===== src/rtl/pipe_ctrl.sv =====
// Control unit for a classic five-stage MIPS-style pipeline.
//
// Decodes the instruction in IF/ID and carries its control bits through the
// ID/EX, EX/MEM and MEM/WB control registers. It detects load-use and
// no-forwarding RAW hazards, handles jumps resolved in ID and taken branches
// resolved in EX, selects EX operand forwarding, and counts stall and flush
// cycles.
//
// Ports:
//   clk, rst_n          rising-edge clock, asynchronous active-low reset
//   id_instr, id_valid  instruction in IF/ID and its valid flag (0 = bubble)
//   ex_taken            branch condition from the EX datapath
//   stall               hold PC and IF/ID
//   flush_ifid          squash IF/ID on the next edge
//   id_jump, id_jr      redirect PC from ID; id_jr selects rs data as target
//   ex_alu_ctrl         ALU command (add 000, sub 001, xor 010, slt 011)
//   ex_alu_src          ALU B source (1 = immediate, 0 = rt data)
//   ex_beq, ex_bne      branch type of the instruction in EX
//   ex_fwd_a, ex_fwd_b  operand source (00 regfile, 01 EX/MEM, 10 MEM/WB)
//   mem_wr              data-memory write for the instruction in MEM
//   wb_reg_wr, wb_waddr register write enable and address in WB
//   wb_mem_to_reg       WB data comes from memory
//   wb_link             WB data is PC+4 (JAL)
//   illegal             one-cycle pulse for an unsupported instruction in ID
//   stall_cnt, flush_cnt saturating event counters

module pipe_ctrl #(
    parameter bit          FWD_EN   = 1'b1,
    parameter int unsigned LINK_REG = 31,
    parameter int unsigned CNT_W    = 16
) (
    input  logic             clk,
    input  logic             rst_n,
    input  logic [31:0]      id_instr,
    input  logic             id_valid,
    input  logic             ex_taken,
    output logic             stall,
    output logic             flush_ifid,
    output logic             id_jump,
    output logic             id_jr,
    output logic [2:0]       ex_alu_ctrl,
    output logic             ex_alu_src,
    output logic             ex_beq,
    output logic             ex_bne,
    output logic [1:0]       ex_fwd_a,
    output logic [1:0]       ex_fwd_b,
    output logic             mem_wr,
    output logic             wb_reg_wr,
    output logic [4:0]       wb_waddr,
    output logic             wb_mem_to_reg,
    output logic             wb_link,
    output logic             illegal,
    output logic [CNT_W-1:0] stall_cnt,
    output logic [CNT_W-1:0] flush_cnt
);

    localparam logic [5:0] OP_RTYPE = 6'h00;
    localparam logic [5:0] OP_J     = 6'h02;
    localparam logic [5:0] OP_JAL   = 6'h03;
    localparam logic [5:0] OP_BEQ   = 6'h04;
    localparam logic [5:0] OP_BNE   = 6'h05;
    localparam logic [5:0] OP_ADDI  = 6'h08;
    localparam logic [5:0] OP_XORI  = 6'h0e;
    localparam logic [5:0] OP_LW    = 6'h23;
    localparam logic [5:0] OP_SW    = 6'h2b;

    localparam logic [5:0] FN_JR  = 6'h08;
    localparam logic [5:0] FN_ADD = 6'h20;
    localparam logic [5:0] FN_SUB = 6'h22;
    localparam logic [5:0] FN_SLT = 6'h2a;

    localparam logic [2:0] ALU_ADD = 3'b000;
    localparam logic [2:0] ALU_SUB = 3'b001;
    localparam logic [2:0] ALU_XOR = 3'b010;
    localparam logic [2:0] ALU_SLT = 3'b011;

    localparam logic [CNT_W-1:0] CNT_ONE = CNT_W'(1);

    // waddr is kept at 0 whenever reg_wr is 0, so address compares alone
    // are enough once register 0 is excluded.
    typedef struct packed {
        logic       reg_wr;
        logic [4:0] waddr;
        logic       mem_rd;
        logic       mem_wr;
        logic       mem_to_reg;
        logic       link;
        logic [2:0] alu_ctrl;
        logic       alu_src;
        logic       beq;
        logic       bne;
        logic [4:0] rs;
        logic [4:0] rt;
    } idex_t;

    typedef struct packed {
        logic       reg_wr;
        logic [4:0] waddr;
        logic       mem_wr;
        logic       mem_to_reg;
        logic       link;
    } exmem_t;

    typedef struct packed {
        logic       reg_wr;
        logic [4:0] waddr;
        logic       mem_to_reg;
        logic       link;
    } memwb_t;

    idex_t  idex_q, idex_d;
    exmem_t exmem_q, exmem_d;
    memwb_t memwb_q, memwb_d;
    logic [CNT_W-1:0] stall_cnt_q, stall_cnt_d;
    logic [CNT_W-1:0] flush_cnt_q, flush_cnt_d;

    idex_t dec;
    logic  legal;
    logic  use_rs;
    logic  use_rt;
    logic  dec_jump;
    logic  dec_jr;
    logic  branch_flush;
    logic  hazard;
    logic  stall_int;
    logic  jump_int;
    logic  flush_int;
    logic  illegal_int;

    logic [5:0] opcode;
    logic [5:0] funct;
    logic       unused_shamt;

    assign opcode       = id_instr[31:26];
    assign funct        = id_instr[5:0];
    assign unused_shamt = ^id_instr[10:6];

    // True when r is a real register that one of the pending dests will write.
    function automatic logic hits(input logic [4:0] r, input logic [4:0] a,
                                  input logic [4:0] b, input logic [4:0] c);
        return (r != 5'd0) && ((r == a) || (r == b) || (r == c));
    endfunction

    function automatic logic [1:0] fwd_sel(input logic [4:0] r,
                                           input logic [4:0] em_waddr,
                                           input logic [4:0] mw_waddr);
        if (!FWD_EN || r == 5'd0) begin
            return 2'b00;
        end else if (r == em_waddr) begin
            return 2'b01;
        end else if (r == mw_waddr) begin
            return 2'b10;
        end
        return 2'b00;
    endfunction

    // ID decode
    always_comb begin
        dec      = '0;
        legal    = 1'b1;
        use_rs   = 1'b0;
        use_rt   = 1'b0;
        dec_jump = 1'b0;
        dec_jr   = 1'b0;
        case (opcode)
            OP_RTYPE: begin
                case (funct)
                    FN_JR: begin
                        dec_jump = 1'b1;
                        dec_jr   = 1'b1;
                        use_rs   = 1'b1;
                    end
                    FN_ADD, FN_SUB, FN_SLT: begin
                        dec.reg_wr   = 1'b1;
                        dec.waddr    = id_instr[15:11];
                        dec.alu_ctrl = (funct == FN_ADD) ? ALU_ADD :
                                       (funct == FN_SUB) ? ALU_SUB : ALU_SLT;
                        use_rs       = 1'b1;
                        use_rt       = 1'b1;
                    end
                    default: legal = 1'b0;
                endcase
            end
            OP_LW: begin
                dec.reg_wr     = 1'b1;
                dec.waddr      = id_instr[20:16];
                dec.mem_rd     = 1'b1;
                dec.mem_to_reg = 1'b1;
                dec.alu_src    = 1'b1;
                use_rs         = 1'b1;
            end
            OP_SW: begin
                dec.mem_wr  = 1'b1;
                dec.alu_src = 1'b1;
                use_rs      = 1'b1;
                use_rt      = 1'b1;
            end
            OP_J: dec_jump = 1'b1;
            OP_JAL: begin
                dec_jump   = 1'b1;
                dec.reg_wr = 1'b1;
                dec.waddr  = 5'(LINK_REG);
                dec.link   = 1'b1;
            end
            OP_BEQ, OP_BNE: begin
                dec.beq      = (opcode == OP_BEQ);
                dec.bne      = (opcode == OP_BNE);
                dec.alu_ctrl = ALU_SUB;
                use_rs       = 1'b1;
                use_rt       = 1'b1;
            end
            OP_XORI, OP_ADDI: begin
                dec.reg_wr   = 1'b1;
                dec.waddr    = id_instr[20:16];
                dec.alu_ctrl = (opcode == OP_XORI) ? ALU_XOR : ALU_ADD;
                dec.alu_src  = 1'b1;
                use_rs       = 1'b1;
            end
            default: legal = 1'b0;
        endcase

        if (!id_valid || !legal) begin
            dec      = '0;
            use_rs   = 1'b0;
            use_rt   = 1'b0;
            dec_jump = 1'b0;
            dec_jr   = 1'b0;
        end
        // A write to register 0 is carried as a non-writing instruction.
        if (dec.waddr == 5'd0) begin
            dec.reg_wr = 1'b0;
        end
        if (!dec.reg_wr) begin
            dec.waddr = 5'd0;
        end
        // Unused sources are zeroed so they never match a hazard or forward.
        dec.rs = use_rs ? id_instr[25:21] : 5'd0;
        dec.rt = use_rt ? id_instr[20:16] : 5'd0;
    end

    // Hazards, redirects and pipeline advance
    always_comb begin
        branch_flush = (idex_q.beq | idex_q.bne) & ex_taken;

        hazard = 1'b0;
        if (FWD_EN) begin
            if (idex_q.mem_rd && idex_q.reg_wr) begin
                hazard = hits(dec.rs, idex_q.waddr, 5'd0, 5'd0) |
                         hits(dec.rt, idex_q.waddr, 5'd0, 5'd0);
            end
        end else begin
            hazard = hits(dec.rs, idex_q.waddr, exmem_q.waddr, memwb_q.waddr) |
                     hits(dec.rt, idex_q.waddr, exmem_q.waddr, memwb_q.waddr);
        end
        // JR reads rs in ID, where no forwarding path exists.
        if (dec_jr && hits(dec.rs, idex_q.waddr, exmem_q.waddr, memwb_q.waddr)) begin
            hazard = 1'b1;
        end

        stall_int   = hazard & ~branch_flush;
        jump_int    = dec_jump & ~branch_flush & ~hazard;
        flush_int   = branch_flush | jump_int;
        illegal_int = id_valid & ~legal & ~branch_flush;

        idex_d = (branch_flush || hazard) ? '0 : dec;

        exmem_d.reg_wr     = idex_q.reg_wr;
        exmem_d.waddr      = idex_q.waddr;
        exmem_d.mem_wr     = idex_q.mem_wr;
        exmem_d.mem_to_reg = idex_q.mem_to_reg;
        exmem_d.link       = idex_q.link;

        memwb_d.reg_wr     = exmem_q.reg_wr;
        memwb_d.waddr      = exmem_q.waddr;
        memwb_d.mem_to_reg = exmem_q.mem_to_reg;
        memwb_d.link       = exmem_q.link;

        stall_cnt_d = stall_cnt_q;
        if (stall_int && stall_cnt_q != '1) begin
            stall_cnt_d = stall_cnt_q + CNT_ONE;
        end
        flush_cnt_d = flush_cnt_q;
        if (flush_int && flush_cnt_q != '1) begin
            flush_cnt_d = flush_cnt_q + CNT_ONE;
        end
    end

    always_ff @(posedge clk or negedge rst_n) begin
        if (!rst_n) begin
            idex_q      <= '0;
            exmem_q     <= '0;
            memwb_q     <= '0;
            stall_cnt_q <= '0;
            flush_cnt_q <= '0;
        end else begin
            idex_q      <= idex_d;
            exmem_q     <= exmem_d;
            memwb_q     <= memwb_d;
            stall_cnt_q <= stall_cnt_d;
            flush_cnt_q <= flush_cnt_d;
        end
    end

    // ID-stage outputs are combinational from id_instr, so they are held low
    // while reset is asserted; registered outputs are already cleared.
    assign stall      = rst_n & stall_int;
    assign flush_ifid = rst_n & flush_int;
    assign id_jump    = rst_n & jump_int;
    assign id_jr      = rst_n & jump_int & dec_jr;
    assign illegal    = rst_n & illegal_int;

    assign ex_alu_ctrl = idex_q.alu_ctrl;
    assign ex_alu_src  = idex_q.alu_src;
    assign ex_beq      = idex_q.beq;
    assign ex_bne      = idex_q.bne;
    assign ex_fwd_a    = fwd_sel(idex_q.rs, exmem_q.waddr, memwb_q.waddr);
    assign ex_fwd_b    = fwd_sel(idex_q.rt, exmem_q.waddr, memwb_q.waddr);

    assign mem_wr        = exmem_q.mem_wr;
    assign wb_reg_wr     = memwb_q.reg_wr;
    assign wb_waddr      = memwb_q.waddr;
    assign wb_mem_to_reg = memwb_q.mem_to_reg;
    assign wb_link       = memwb_q.link;

    assign stall_cnt = stall_cnt_q;
    assign flush_cnt = flush_cnt_q;

endmodule


===== config.mk =====
export PLATFORM = sky130hd
export DESIGN_NAME = pipe_ctrl
export DESIGN_NICKNAME = d
export VERILOG_FILES = /design/src/rtl/pipe_ctrl.sv
export SDC_FILE = /design/constraint.sdc
export NUM_CORES = 1
export LEC_CHECK = 0
export ABC_AREA = 1
export BUFFER_PORTS_ARGS = -buffer_cell sky130_fd_sc_hd__clkbuf_2
export CORE_MARGIN = 2
export CORE_UTILIZATION = 40
export DETAILED_ROUTE_END_ITERATION = 7
export PLACE_DENSITY_LB_ADDON = 0.3
export SYNTH_ARGS = -nofsm -noshare
export SYNTH_HDL_FRONTEND = slang
export SYNTH_SLANG_ARGS = --single-unit

===== constraint.sdc =====
create_clock -name clk -period 2.65 [get_ports clk]
set_input_delay 0.265 -clock clk [delete_from_list [all_inputs] [get_ports clk]]
set_output_delay 0.265 -clock clk [all_outputs]
set_load 0.01 [all_outputs]

==> results of run 1 <==
layer usage:
layer | wire (µm) | vias up
met2 | 5329 | 145
met1 | 5153 | 1965
met4 | 238 | 0
met3 | 597 | 19
li1 | - | 2089
met5 | 0 | -
critical path: cells and delay by family:
family | cells | cell delay, ns
buffers and inverters | 5 | 0.76
and+or+nand+nor | 10 | 1.19
AOI/OAI and AO/OA | 1 | 0.22
cell type report:
| cell class | instances | area, µm² |
|---|---|---|
| inverters | 60 | 225.2 |
| clock buffers | 10 | 127.6 |
| multi-input cells | 422 | 2328 |
| clock inverters | 6 | 82.58 |
| repair buffers | 120 | 703.2 |
| flip-flops and latches | 73 | 1827 |
| well taps | 140 | 175.2 |
| fillers | 1082 | 5276 |
worst max-delay path by stage:
stage	start	endpoint	slack (ns)
6_report	id_instr[30]	stall	-0.05
2_1_floorplan	id_instr[31]	id_jr	0.46
3_3_place_gp	id_instr[29]	stall	0.04
5_1_grt	id_instr[28]	stall	-0.21
4_1_cts	id_instr[31]	stall	0.01
3_5_place_dp	id_instr[31]	id_jr	-0.03
synth_stat cells:
cell | number | area, µm²
a21oi_1 | 10 | 50.05
a31oi_1 | 4 | 25.02
and3_1 | 1 | 6.260
buf_2 | 2 | 10.01
buf_4 | 5 | 37.54
buf_6 | 3 | 33.78
clkbuf_1 | 5 | 18.77
conb_1 | 1 | 3.750
dfrtp_1 | 73 | 1827
ha_1 | 2 | 25.02
inv_1 | 57 | 214.0
inv_2 | 3 | 11.26
nand2_1 | 145 | 544.3
nand2_2 | 6 | 37.54
nand2_4 | 3 | 33.78
nand2b_1 | 1 | 6.260
nand3_1 | 42 | 210.2
nand3_2 | 3 | 30.03
nand3_4 | 2 | 35.03
nand4_1 | 39 | 244.0
nand4_2 | 2 | 25.02
nor2_1 | 65 | 244.0
nor2_2 | 3 | 18.77
nor2_4 | 3 | 33.78
nor3_1 | 28 | 140.1
nor3b_1 | 5 | 37.54
nor4_1 | 1 | 6.260
nor4b_1 | 1 | 8.760
o21ai_0 | 3 | 15.01
o21ai_1 | 1 | 5.000
o311ai_0 | 1 | 8.760
o31ai_1 | 1 | 7.510
xnor2_1 | 18 | 157.7
xor2_1 | 31 | 271.5
stage by stage:
stage	hold WS (ns)	instance area [µm²]	TNS [ns]	utilization [%]
CTS	0.1169	5358	0	49.86
global placement	0.3359	5142	0	47.86
floorplan	-0.03059	4383	0	-
detailed placement	0.3387	5142	-0.02552	47.86
finish	0.1519	5469	-0.04823	50.90
global route	0.1328	5469	-0.7478	50.90
kinds of logic after synthesis:
kind of cell / after synthesis / share of synthesized area (%)
AND/OR/NAND/NOR: 350 / 37.91
flip-flops: 73 / 41.68
adder cells (fa/ha/maj): 2 / 0.5708
AO/OA/AOI/OAI: 20 / 2.541
XOR/XNOR: 49 / 9.792
other: 1 / 0.08556
buffers and inverters: 75 / 7.422
where the power goes:
| part | internal (mW) | switching [mW] |
|---|---|---|
| Clock | 0.525 | 0.421 |
| Sequential | 1.12 | 0.0136 |
| Combinational | 0.0652 | 0.115 |
| Total | 1.71 | 0.550 |
what timing repair did:
action,in CTS,in global routing
gates cloned,0,0
pin swaps,1,11
buffers inserted,0,3
endpoints found under the setup margin,1,4
hold buffers,0,0
resized for setup,1,25
==> impl_results.md, run 1 <==
- Status: complete, but fails checks
- Failing checks: negative setup slack
- Worst-path maximum fanout: 7
- Crit path capture type: primary output
- R2R depth: 9
- R2R Setup Slk: 0.50 ns
- Most used routing layer: met2
- Post-synthesis sequential area ratio: 41.68%
- Vias: 4218
- Die area: 11810 µm²
- TritonCTS buffer count: 9
- Final nets: 724
- First-pass GRT wire length: 18.43 mm
- Routed Antenna Nets: 0
- Grt met3 use: 3.168%
- LEAKAGE: 2.918 nW
- Worst hold path type: in -> async
- Fin. Hold Viols: 0
- Die width: 108.7 µm
- Worst Path Required: 2.38 ns
- CTS sink cnt: 73
- Setup Skew: 0.01421 ns
- Global Route Usage Sum: 19.79%
- Critical Path AT: 2.43 ns
- # port buffers: 85
- GRT Residual Overflow: 0
- Syn_nets: 608
- Most common library cell in the layout ignoring fill and taps: nand2_1
- Met2 GRT Util: 31.65%
- Final worst-path cycle share: 101.7%
- Cell Area, Synth: 4383 µm²
- # Max-Cap Violations: 0
- Worst setup margin: -0.04601 ns
- Slowest CP cell: nand4_1
- Synth warn: 0
- Inst Count DP: 812
- Antenna diodes: 0
- Highest ir drop seen on vdd: 0.2646 mV
- Max Fclk: 0.3709 GHz
- Worst slew pin tran: 0.9598 ns
- Final wirelength: 11.32 mm
- Total power: 2.265 mW
- Most frequent cells in the layout: 142 x nand2_1, 81 x clkbuf_2, 73 x dfrtp_1, 58 x nor2_1, 57 x inv_1
- Starting Density: 40.79%
- Synth Register Bits: 73
- Area growth, synth to finish: 24.78%
- Crit-path cells: clkbuf_2 -> nor2_4 -> buf_4 -> nand3_2 -> nand2_1 -> nor2_1 -> nand3_4 -> nand4_1 -> buf_4 -> buf_4 -> a31oi_2 -> nand2_4 -> nand2_4 -> nand2_1 -> nor2_2 -> buf_2
- Antenna violations before repair: 0
- Worst-path clk slew: 0.07 ns
- DP Wirelength: 8.212 mm
- Vias per cell: 5.076
- I/O pins: 92
- CTS tree: done
- Share of layout cells above drive strength 1: 25.90%
- FF-to-FF End: flush_cnt[6]
- Initial DRC count: 261
- Crit-path most repeated cell: buf_4
- Root Driver: clkbuf_8
- Core Area: 10750 µm²
- H-tree Lvls: 3
- GR Layer Usage met1: 26.74%
- Number of global-route vias before repair: 3868
- Pre-CTS WS: -0.02552 ns
- # rows: 38
- Power per standard cell area: 414.1 nW/µm²
- Final min period: 2.696 ns
- Largest net degree at the start of global routing: 74
- Syn Area/Cell: 7.689 µm²
- Worst R2R Start: flush_cnt[0]
- Clock buffer depth: 2
- Worst slew margin: 36.02%
- Average wire per standard cell: 13.62 µm
- RePlAce Congestion: 0.9494
- Number of non-filler instances in the completed layout: 831
- Unrepaired setup endpoints after global routing: true
- Post-synth cell types: 34
- Router iterations before antenna repair: 5
- Count of final setup violators: 3
- Clk_lat worst skew: 0.36 ns
- Residual DRC: 0
- Mapped Cells: 570
- Peak per-stage delay on the critical path: 0.24 ns
- Setup CP Type: in -> out
- CP Launch Type: primary input
- Max-slew violation count: 0
- Die Y: 108.7 µm
Note: power is estimated with default switching activity, not from simulation.
==> inputs of run 2 (changes only) <==
--- a/config.mk
+++ b/config.mk
@@ -7,10 +7,12 @@
 export LEC_CHECK = 0
 export ABC_AREA = 1
 export BUFFER_PORTS_ARGS = -buffer_cell sky130_fd_sc_hd__clkbuf_2
+export CORE_ASPECT_RATIO = 0.5
 export CORE_MARGIN = 2
 export CORE_UTILIZATION = 40
 export DETAILED_ROUTE_END_ITERATION = 7
 export PLACE_DENSITY_LB_ADDON = 0.3
+export SLEW_MARGIN = 20
 export SYNTH_ARGS = -nofsm -noshare
 export SYNTH_HDL_FRONTEND = slang
 export SYNTH_SLANG_ARGS = --single-unit
==> run 2 against run 1 <==
  * Register-to-register slack improved by 0.09 ns
  * Worst setup slack improved by 0.041 ns
  * Clock-buffer cell count decreased by 1
  * The run still ends with negative setup slack left
  * Largest power group is now the clock network
  * Wire length decreased by 2.5%
  * Clock skew decreased by 0.0054 ns
  * First-iteration DRC count decreased by 27%
  * Non-clock buffer count increased by 3
==> impl_results.md, run 2 (synthesis gave the netlist of run 1 again) <==
- R2R depth: 8 (-1)
- Clk_lat worst skew: 0.34 ns (-0.02 ns)
- Worst R2R Start: flush_cnt[6]
- Worst slew pin tran: 0.6676 ns (-0.2922 ns)
- TritonCTS buffer count: 9 (unchanged)
- Most frequent cells in the layout: 139 x nand2_1, 79 x clkbuf_2, 73 x dfrtp_1, 58 x nor2_1, 56 x inv_1
- Final worst-path cycle share: 100.2% (-1.6 points)
- Setup Skew: 0.008774 ns (-0.005436 ns)
- Fin. Hold Viols: 0 (unchanged)
- Sequential standard cell area: 1827 µm² (unchanged)
- Setup CP Type: in -> out
- Starting Density: 41.97% (+1.2 points)
- GRT Residual Overflow: 0 (unchanged)
- Final wirelength: 11.04 mm (-2.5%)
- Fill cells: 997 (-7.9%)
- Clock buffer depth: 2 (unchanged)
- CP Launch Type: primary input
- # rows: 26 (-32%)
- Inst Count DP: 800 (-1.5%)
- Hold Startpoint: id_instr[17]
- DP Wirelength: 7.904 mm (-3.8%)
- Die Y: 78.02 µm (-28%)
- Pre-CTS WS: 0.04522 ns (+0.07073 ns)
- Root Driver: clkbuf_16
- Vias: 4177 (-0.97%)
- Worst setup margin: -0.004524 ns (+0.04148 ns)
- CTS sink cnt: 73 (unchanged)
- Critical Path AT: 2.39 ns (-0.04 ns)
- R2R Setup Slk: 0.59 ns (+0.09 ns)
- Worst-path maximum fanout: 10 (+3)
- Routed Antenna Nets: 0 (unchanged)
- Unrepaired setup endpoints after global routing: true
- Worst hold path type: in -> reg
- Die area: 11860 µm² (+0.44%)
- Min-Delay Endpoint: idex_q[1]
- Crit path capture type: primary output
- LEAKAGE: 3.022 nW (+3.6%)
- First-pass GRT wire length: 18.14 mm (-1.6%)
- Power per standard cell area: 481.2 nW/µm² (+16%)
- WHS Path Cells: 3
- Share of layout cells above drive strength 1: 26.98% (+1.1 points)
- Worst-path clk slew: 0.06 ns (about the same)
- Largest net degree at the start of global routing: 51 (-31%)
- Most common library cell in the layout ignoring fill and taps: nand2_1
- Count of final setup violators: 2 (-1)
- Failing checks: negative setup slack
- Vias per cell: 5.014 (-1.2%)
- Worst slew margin: 55.50% (+19 points)
- CTS tree: done
- # Max-Cap Violations: 0 (unchanged)
- # port buffers: 85 (unchanged)
- Global Route Usage Sum: 18.47% (-1.3 points)
- Multi-input gate area: 2371 µm² (+1.8%)
- Number of non-filler instances in the completed layout: 833 (+0.24%)
- Residual DRC: 0 (unchanged)
- Number of global-route vias before repair: 3808 (-1.6%)
- Initial DRC count: 191 (-27%)
- Max-slew violation count: 0 (unchanged)
- I/O pins: 92 (unchanged)
- Antenna violations before repair: 0 (unchanged)
- Setup TNS: -0.009009 ns (+0.03922 ns)
- Area growth, synth to finish: 29.75%
- RePlAce Congestion: 0.8749 (-7.8%)
- FF-to-FF End: flush_cnt[1]
- Worst Path Required: 2.38 ns (about the same)
- H-tree Lvls: 3 (unchanged)
- Core Area: 10440 µm² (-2.8%)
- Die width: 152.0 µm (+40%)
- Highest ir drop seen on vdd: 0.2466 mV (-6.8%)
- Final min period: 2.655 ns (-0.04148 ns)
- Average wire per standard cell: 13.25 µm (-2.7%)
- Max Fclk: 0.3767 GHz (+1.6%)
- Router iterations before antenna repair: 4 (-1)
- Antenna diodes: 0 (unchanged)
- Final nets: 727 (+0.41%)
- Status: complete, but fails checks
==> run 2: cell types whose count changed in the layout (fill, tap and decap cells not counted), sizes merged <==
cell	change
buf	+4
clkbuf	-3
bufinv	+1
dlygate4sd3	+1
clkinv	-3
inv	+2
==> run 2: per-stage QoR <==
step           cell area (µm²)  utilization, %  hold slack, ns  total power, mW
3_3_place_gp              5052           48.38          0.1727            1.322
2_1_floorplan             4383               -        -0.03059            1.237
5_1_grt                   5687           54.46          0.2012            2.831
3_5_place_dp              5052           48.38          0.1777            1.328
6_report                  5687           54.46          0.1950            2.736
4_1_cts                   5403           51.74          0.1772            2.737
==> run 2: critical path: stages <==
cell     delay, ns
buf_8         0.10
nor2_4        0.20
nand2_2       0.12
nor2_4        0.18
nand2_2       0.12
nand2_4       0.15
nand4_1       0.24
xnor2_1       0.21
nor2_1        0.16
nand2_1       0.09
nand3_2       0.10
nand2_4       0.08
nand2_4       0.08
nand2_2       0.05
nor2_2        0.10
buf_2         0.13
==> run 2: per-layer routing <==
| layer | wire [µm] | vias up | track usage, % | part of all wire, % |
|---|---|---|---|---|
| li1 | - | 2097 | - | - |
| met1 | 5299 | 1975 | 25.38 | 48 |
| met2 | 5166 | 93 | 30.00 | 47 |
| met3 | 462 | 12 | 4.197 | 4.2 |
| met4 | 109 | 0 | 4.299 | 0.99 |
| met5 | 0 | - | 0 | 0 |
==> run 2: area by class of cell <==
type / instances / area share (%)
sequential: 73 / 32.12
clock buffer: 9 / 3.960
tap: 140 / 3.080
timing repair buffer: 123 / 13.16
multi-input combinational: 422 / 41.69
clock inverter: 6 / 2.024
inverter: 60 / 3.960
==> run 2: worst max-delay path by stage <==
stage                             from        end  slack (ns)  depth (start not counted)
after floorplan           id_instr[31]      id_jr        0.46                         16
after global placement    id_instr[31]  idex_q[2]        0.07                         19
after detailed placement  id_instr[26]      stall        0.05                         19
after CTS                 id_instr[26]      stall        0.03                         19
after global routing      id_instr[30]      stall       -0.18                         19
final                     id_instr[30]      stall      -0.005                         16
==> run 2: what timing repair did <==
action,CTS,global route
setup buffers,0,16
setup endpoints to repair,0,5
gates resized for setup,0,46
hold buffers,1,0
endpoints found under the hold margin,23,0
==> run 2: where the power goes <==
part | internal [mW] | switching (mW) | total [mW]
registers | 1.13 | 0.0134 | 1.14
logic | 0.0722 | 0.119 | 0.191
clock network | 0.921 | 0.485 | 1.41
==> inputs of run 3 (changes only) <==
--- a/config.mk
+++ b/config.mk
@@ -12,6 +12,8 @@
 export CORE_UTILIZATION = 40
 export DETAILED_ROUTE_END_ITERATION = 7
 export PLACE_DENSITY_LB_ADDON = 0.3
+export RECOVER_POWER = 25
+export SETUP_SLACK_MARGIN = 0.05
 export SLEW_MARGIN = 20
 export SYNTH_ARGS = -nofsm -noshare
 export SYNTH_HDL_FRONTEND = slang
==> run 3 against run 2 <==
  * The run now ends clean
  * Critical path depth rose by 2
  * Sequential power about the same
  * Wire length is 0.28% lower
  * Sequential cell count stayed put
  * Final area fell by 0.20%
  * Global-route usage barely moved
  * Maximum frequency is 0.32% higher
  * Critical endpoint is now flush_ifid
  * Highest routed layer unchanged
==> impl_results.md, run 3 (synthesis gave the netlist of run 1 again) <==
- Status: completed
- GR Layer Usage met1: 25.38% (unchanged)
- Area growth, synth to finish: 29.49%
- Final min period: 2.646 ns (-0.008503 ns)
- Global Route Usage Sum: 18.49% (+0.024 points)
- Grt met3 use: 4.197% (unchanged)
- Final nets: 727 (unchanged)
- RePlAce Congestion: 0.8749 (unchanged)
- Clk_lat worst skew: 0.33 ns (about the same)
- Die area: 11860 µm² (unchanged)
- Routed Antenna Nets: 0 (unchanged)
- Residual DRC: 0 (unchanged)
- CTS sink cnt: 73 (unchanged)
- Worst-path clk slew: 0.06 ns (about the same)
- Worst slew margin: 55.19% (-0.30 points)
- # Max-Cap Violations: 0 (unchanged)
- Number of global-route vias before repair: 3817 (+0.24%)
- LEAKAGE: 2.991 nW (-1.0%)
- H-tree Lvls: 3 (unchanged)
- I/O pins: 92 (unchanged)
- Fin. Hold Viols: 0 (unchanged)
- Setup TNS: 0 ns (+0.009009 ns)
- Count of final setup violators: 0 (-2)
- Final wirelength: 11.01 mm (-0.28%)
- TritonCTS buffer count: 9 (unchanged)
- Antenna violations before repair: 0 (unchanged)
- Average wire per standard cell: 13.21 µm (-0.28%)
- Total power: 2.730 mW (-0.24%)
- Max Fclk: 0.3779 GHz (+0.32%)
- Setup CP Type: in -> out
- Core Area: 10440 µm² (unchanged)
- Max-slew violation count: 0 (unchanged)
- Die width: 152.0 µm (unchanged)
- CTS tree: done
- Unrepaired setup endpoints after global routing: true
- Fill cells: 1005 (+0.80%)
- Worst slew pin tran: 0.6721 ns (+0.004545 ns)
- Highest ir drop seen on vdd: 0.2447 mV (-0.75%)
- Most common library cell in the layout ignoring fill and taps: nand2_1
- Setup Skew: 0.007447 ns (-0.001327 ns)
- Vias per cell: 5.002 (-0.24%)
- Slowest CP cell: nor2_4
- Worst hold path type: in -> reg
- Crit path capture type: primary output
- Starting Density: 41.97% (unchanged)
- Power per standard cell area: 481.0 nW/µm² (about the same)
- Crit-path most repeated cell: nor2_4
- Largest net degree at the start of global routing: 51 (unchanged)
- Critical Path AT: 2.38 ns (about the same)
- Sequential standard cell area: 1827 µm² (unchanged)
- Die Y: 78.02 µm (unchanged)
- # port buffers: 85 (unchanged)
- Most used routing layer: met2
- Worst-path maximum fanout: 7 (-3)
- GRT Residual Overflow: 0 (unchanged)
- DP Wirelength: 7.904 mm (unchanged)
- Initial DRC count: 218 (+14%)
- Clock buffer depth: 2 (unchanged)
- CP Launch Type: primary input
- Peak per-stage delay on the critical path: 0.20 ns (-0.04 ns)
- Most frequent cells in the layout: 139 x nand2_1, 73 x dfrtp_1, 70 x clkbuf_2, 58 x nor2_1, 56 x inv_1
- Multi-input gate area: 2371 µm² (unchanged)
- Final worst-path cycle share: 99.85% (-0.32 points)
- First-pass GRT wire length: 18.17 mm (+0.15%)
- Router iterations before antenna repair: 4 (unchanged)
- Share of layout cells above drive strength 1: 25.69% (-1.3 points)
- Worst Path Required: 2.38 ns (about the same)
- Root Driver: clkbuf_16
- Vias: 4167 (-0.24%)
- Met2 GRT Util: 30.09% (+0.090 points)
- Crit-path cells: buf_8 -> nor2_4 -> nand2_2 -> nor2_4 -> nand2_2 -> nand2_2 -> nor2_4 -> nor2_4 -> buf_2 -> nand4_1 -> nand2_1 -> nor2_1 -> nand3_1 -> nand3_2 -> nand2_4 -> nand3_4 -> a21oi_1 -> clkbuf_2
- # rows: 26 (unchanged)
- Antenna diodes: 0 (unchanged)
-- run 3: cell counts in the layout (fill, tap and decap cells not counted) --
Identical to the previous run, type by type.
-- run 3: cell type report --
class                      instances  area share (%)
clock inverter                     6           2.028
multi-input combinational        422           41.78
sequential                        73           32.19
inverter                          60           3.968
tap                              140           3.086
clock buffer                       9           3.968
timing repair buffer             123           12.99
-- run 3: worst max-delay path: cells and delay by family --
| kind | cells | cell delay (ns) |
|---|---|---|
| buf+inv | 3 | 0.44 |
| simple gates | 14 | 1.53 |
| compound gates | 1 | 0.15 |
-- run 3: worst paths after layout --
path                              startpoint       endpoint  slack, ns  cells past startpoint
worst min-delay path            id_instr[17]      idex_q[1]       0.20                      3
min in group asynchronous              rst_n      idex_q[0]       0.36                      2
worst max register to register  flush_cnt[6]   flush_cnt[1]       0.57                      8
worst max-delay path            id_instr[30]     flush_ifid      0.004                     18
worst min register to register    exmem_d[0]     exmem_q[0]       0.35                      0
max in group asynchronous              rst_n  flush_cnt[11]       1.30                      3
-- run 3: report_power, final --
group | total, mW | switching (mW) | leakage [nW] | internal [mW]
Clock | 1.40 | 0.479 | 0.163 | 0.921
Combinational | 0.191 | 0.119 | 1.81 | 0.0721
Sequential | 1.14 | 0.0134 | 1.02 | 1.13
-- run 3: metal layers --
| layer | share of wire, % | vias up |
|---|---|---|
| met3 | 3.7 | 8 |
| met5 | 0 | - |
| li1 | - | 2100 |
| met2 | 47 | 81 |
| met4 | 0.69 | 0 |
| met1 | 48 | 1978 |
-- run 3: timing repair --
item                       in CTS  in global routing
pin swaps                       0                 19
cloned                          0                  1
gates resized for setup         0                 46
hold endpoints to repair       23                  0
buffers inserted                2                 14
setup endpoints to repair       3                  6
hold buffers                    1                  0
-- run 3: stage by stage --
| step | hold WS (ns) | setup slack (ns) | utilization [%] | cells | instance area, µm² |
|---|---|---|---|---|---|
| 2_1_floorplan | -0.03059 | 0.4584 | - | 570 | 4383 |
| 3_3_place_gp | 0.1727 | 0.07190 | 48.38 | 800 | 5052 |
| 3_5_place_dp | 0.1777 | 0.04522 | 48.38 | 800 | 5052 |
| 4_1_cts | 0.1772 | 0.05550 | 51.88 | 818 | 5418 |
| 5_1_grt | 0.2012 | -0.1906 | 54.35 | 833 | 5675 |
| 6_report | 0.1997 | 0.003979 | 54.35 | 833 | 5675 |
